$ cat src/rtl/bcd_pkg.sv
// Shared BCD constants and digit helpers for the multi-decade up/down counter.
package bcd_pkg;

  localparam int unsigned BCD_W = 4;
  localparam logic [BCD_W-1:0] BCD_MAX_DIGIT = 4'd9;

  typedef logic [BCD_W-1:0] bcd_digit_t;

  // Digits above 9 saturate to 9 so the count never holds a non-BCD code.
  function automatic bcd_digit_t clamp_digit(input bcd_digit_t d);
    return (d > BCD_MAX_DIGIT) ? BCD_MAX_DIGIT : d;
  endfunction

endpackage

$ cat src/rtl/bcd_digit.sv
// One BCD decade: combinational +1/-1 with carry/borrow ripple to the next decade.
module bcd_digit
  import bcd_pkg::*;
(
  input  bcd_digit_t digit_i,
  input  logic       up_i,
  input  logic       step_i,
  output bcd_digit_t digit_o,
  output logic       step_o
);

  always_comb begin
    digit_o = digit_i;
    step_o  = 1'b0;
    if (step_i) begin
      if (up_i) begin
        if (digit_i == BCD_MAX_DIGIT) begin
          digit_o = '0;
          step_o  = 1'b1;
        end else begin
          digit_o = digit_i + 4'd1;
        end
      end else begin
        if (digit_i == '0) begin
          digit_o = BCD_MAX_DIGIT;
          step_o  = 1'b1;
        end else begin
          digit_o = digit_i - 4'd1;
        end
      end
    end
  end

endmodule

$ cat src/rtl/bcd_updown_counter.sv
// Multi-decade BCD up/down counter with validated parallel load and wrap/saturate boundary mode.
module bcd_updown_counter
  import bcd_pkg::*;
#(
  parameter int unsigned DIGITS   = 4,
  parameter bit          SATURATE = 1'b0
) (
  input  logic                  clk,
  input  logic                  rst,
  input  logic                  en,
  input  logic                  up,
  input  logic                  load,
  input  logic [4*DIGITS-1:0]   load_val,
  output logic [4*DIGITS-1:0]   count,
  output logic                  rollover,
  output logic                  at_max,
  output logic                  at_min,
  output logic                  load_err
);

  localparam int unsigned W = BCD_W * DIGITS;

  logic [W-1:0]      count_q, count_d;
  logic [W-1:0]      stepped;
  logic [W-1:0]      clamped;
  logic [DIGITS:0]   step;
  logic [DIGITS-1:0] digit_bad;
  logic [DIGITS-1:0] digit_max;
  logic              rollover_q, rollover_d;
  logic              load_err_q, load_err_d;

  // Digit 0 always steps; a ripple out of the top digit marks a boundary.
  assign step[0] = 1'b1;

  for (genvar i = 0; i < DIGITS; i++) begin : g_digit
    bcd_digit u_digit (
      .digit_i (count_q[BCD_W*i +: BCD_W]),
      .up_i    (up),
      .step_i  (step[i]),
      .digit_o (stepped[BCD_W*i +: BCD_W]),
      .step_o  (step[i+1])
    );

    assign digit_bad[i] = load_val[BCD_W*i +: BCD_W] > BCD_MAX_DIGIT;
    assign clamped[BCD_W*i +: BCD_W] = clamp_digit(load_val[BCD_W*i +: BCD_W]);
    assign digit_max[i] = count_q[BCD_W*i +: BCD_W] == BCD_MAX_DIGIT;
  end

  always_comb begin
    count_d    = count_q;
    rollover_d = 1'b0;
    load_err_d = 1'b0;
    if (load) begin
      count_d    = clamped;
      load_err_d = |digit_bad;
    end else if (en) begin
      rollover_d = step[DIGITS];
      // Wrap comes for free from the ripple; saturate just refuses the boundary step.
      if (!(SATURATE && step[DIGITS])) begin
        count_d = stepped;
      end
    end
  end

  always_ff @(posedge clk) begin
    if (rst) begin
      count_q    <= '0;
      rollover_q <= 1'b0;
      load_err_q <= 1'b0;
    end else begin
      count_q    <= count_d;
      rollover_q <= rollover_d;
      load_err_q <= load_err_d;
    end
  end

  assign count    = count_q;
  assign rollover = rollover_q;
  assign load_err = load_err_q;
  assign at_max   = &digit_max;
  assign at_min   = (count_q == '0);

endmodule
$ cat config.mk
export PLATFORM = sky130hd
export DESIGN_NAME = bcd_updown_counter
export DESIGN_NICKNAME = d
export VERILOG_FILES = /design/src/rtl/bcd_pkg.sv /design/src/rtl/bcd_digit.sv /design/src/rtl/bcd_updown_counter.sv
export SDC_FILE = /design/constraint.sdc
export NUM_CORES = 1
export LEC_CHECK = 0
export BUFFER_PORTS_ARGS = -buffer_cell sky130_fd_sc_hd__buf_2
export CAP_MARGIN = 20
export CORE_MARGIN = 5
export CORE_UTILIZATION = 40
export CTS_CLUSTER_SIZE = 28
export DETAILED_ROUTE_END_ITERATION = 10
export MAX_ROUTING_LAYER = met4
export SLEW_MARGIN = 20
export SYNTH_ARGS = -nofsm -noshare
export SYNTH_HDL_FRONTEND = slang
export SYNTH_HIERARCHICAL = 1
export SYNTH_SLANG_ARGS = --single-unit
$ cat constraint.sdc
create_clock -name clk -period 5.8 [get_ports clk]
set_input_delay 0.58 -clock clk [delete_from_list [all_inputs] [get_ports clk]]
set_output_delay 0.58 -clock clk [all_outputs]
set_load 0.05 [all_outputs]
==> metrics.txt <==
Layout area overhead=10.90%; DR vias/cell=around 5.7; DIE WIDTH=about 77 um; maximum vdd drop=approximately 120 uV; Final GP Congestion=between 0.7 and 0.8; Avg WL per Cell=about 15 um; drt pass-1 iters=4; power per cell area=196.2 mW/mm^2; Remaining DRCs=0; Die H=roughly 77 um; ys flop type=dfxtp_1; remaining antenna violation count=0; Clock power frac=0.275; Syn Inst Count=225; synthesized cell area=around 0.0018 sq mm; GRT overflow=0; initial antenna violation count=0; max-slew violations=0; CTS Hold Buffers Added=0; commonest non-fill, non-tap cells in the layout=40 x buf_2, 18 x dfxtp_1, 16 x inv_1, 16 x nor2b_1, 15 x nand2b_1; Clk Latency, worst-skew pair=approximately 0.26 ns; CTS tree=done; vias=1745; EDFF count, synth=0; syn_area_per_cell=~8.0 sq um; Slew @ Worst Pin=between 0.6 and 0.7 ns; Clk pin slew, worst setup/hold paths=about 0.08 ns; DP Cell Count=~300; IO buf count=40; Final nets=277; CTS H-tree lvls=1; Highest Clock Rate=about 270 MHz; Setup Skew=~0.004 ns; Flop pwr share=0.395; Max Cap Viol=0; max_slew headroom=0.5415; share of post-route cells with drive strength above 1=0.2392; setup_tns=0 ns; wire length of the first global-routing pass=7486 um; Hold Path Class=input port to register; Resized Gates After CTS=0; Detailed Place HPWL=between 3000 and 4000 um; largest net degree at the start of global routing=45; overall global routing resource usage=0.1531; Data arrival, critical path=roughly 4.0 ns; critical path class=input port to register; CTS buffer count=3; synthesized flop and latch total=18; Top-Level Pins=41; num rows=24; most common cell after layout, fill and taps aside=buf_2; Required @ worst endpoint=about 6 ns; fraction of registers with async set/reset=0; core box area=0.004354 sq mm; status=complete, no violations; clk sinks=18; Max Root-Sink Buffers=2; fill count=422; YS warnings=6; DRT Wirelength=between 4000 and 5000 um; Overall Power=roughly 390 uW; Root Buffer=clkbuf_8; cell internal pwr=approximately 240 uW; unrepaired setup endpoints after global routing=no; P_sw=roughly 150 uW; library cells used by synthesis=36; Crit. End Element=register; CP Launch Point=up; r2r startpoint=count[0]$_SDFFE_PP0P_; crit share post-route=0.6481; Layout Cells excl Fill=between 300 and 400; Post-CTS Setup Bufs=0; starting density of the core=0.4112; setup violators final=0; combinational power share=0.329; die area=roughly 0.0059 sq mm; Final Hold Viols=0; sw frac=0.3726; crit path launch type=input port; minimum clock period after layout=roughly 3.8 ns; Hold Path Origin=load_val[6]; Pleak=0.0008025 uW; number of global-route vias before repair=1546; Crit Path Max Fanout=44; DR iter-0 viols=150; Ant. Diodes=0; sequential area share after synthesis=0.2013
[worst paths after layout]
check	endpoint	slack, ns	cells after the start
worst min-delay path	count[6]$_SDFFE_PP0P_	0.56	3
worst max-delay path	count[14]$_SDFFE_PP0P_	2.04	13
worst min register to register	rollover$_SDFF_PP0_	0.78	3
worst max register to register	count[14]$_SDFFE_PP0P_	2.19	12
[registers in the layout, indices dropped and copies added (netlist names)]
register	cells
rollover	1
count	16
load_err	1
[critical path, stage by stage]
cell       delay [ns]
buf_2            0.32
or3_4            0.42
a211oi_2         0.45
nand2b_1         0.18
a211oi_2         0.43
nand2b_1         0.18
a211oi_2         0.44
nand2b_1         0.18
nor4_1           0.27
a221o_1          0.21
mux2i_1          0.06
a2bb2oi_1        0.15
nor2_1           0.08
[cell families after synthesis]
logic type,synth area share
xor gates and xnor gates,0.03913
buffers and inverters,0.1160
muxes,0.04752
other,0.002094
and+or+nand+nor,0.2676
DFF,0.2013
AOI/OAI and AO/OA,0.3263
[power by group through the flow]
stage	Sequential [uW]	Clock, uW	Combinational, uW
after floorplan	171	0	91.4
after global placement	157	0	128
after detailed placement	157	0	128
after CTS	154	111	129
after global routing	157	117	141
final	154	107	128
[synthesized netlist by cell type (all sizes together), types with 2 or more instances]
| cell | n | share of area |
|---|---|---|
| a211oi | 15 | 0.074 |
| nor2 | 12 | 0.025 |
| buf | 19 | 0.080 |
| nor4 | 8 | 0.028 |
| o21bai | 4 | 0.017 |
| or3 | 4 | 0.025 |
| a21bo | 4 | 0.022 |
| nand4b | 4 | 0.020 |
| a31oi | 12 | 0.042 |
| o22ai | 12 | 0.042 |
| nor2b | 16 | 0.056 |
| nand3 | 4 | 0.011 |
| nand4 | 2 | 0.0070 |
| inv | 16 | 0.034 |
| a31o | 4 | 0.020 |
| or2 | 4 | 0.014 |
| nand2b | 15 | 0.052 |
| o21ai | 4 | 0.011 |
| xor2 | 4 | 0.020 |
| xnor2 | 4 | 0.020 |
| a221o | 8 | 0.045 |
| nor3 | 4 | 0.011 |
| mux2i | 7 | 0.039 |
| dfxtp | 18 | 0.20 |
| a2bb2oi | 6 | 0.029 |
| nand2 | 6 | 0.013 |
| a311oi | 4 | 0.020 |
[cell type report]
cell class | count | area, sq um | share of cell area
multi-input cells | 177 | 1245 | 0.6270
inverters | 16 | 60.06 | 0.03025
clock buffers | 4 | 55.05 | 0.02773
repair buffers | 40 | 200.2 | 0.1008
flip-flops and latches | 18 | 360.3 | 0.1815
well taps | 52 | 65.06 | 0.03277
[metrics by stage]
stage | hold slack, ns | area (sq um) | worst slack (ns) | util
2_1_floorplan | 0.7189 | 1813 | 2.369 | -
4_1_cts | 0.5580 | 1986 | 2.079 | 0.4560
5_1_grt | 0.5770 | 1986 | 1.696 | 0.4560
3_5_place_dp | 0.7714 | 1931 | 1.810 | 0.4434
6_report | 0.5606 | 1986 | 2.041 | 0.4560
3_3_place_gp | 0.7821 | 1931 | 1.875 | 0.4434
[routing by layer]
metal | up-vias | share of wire | GRT usage
li1 | 896 | - | -
met1 | 801 | 0.52 | 0.2203
met2 | 46 | 0.43 | 0.2224
met3 | 2 | 0.048 | 0.03864
met4 | 0 | 0.0018 | 0.01573
met5 | - | 0 | -
(Power assumes the default switching activity.)
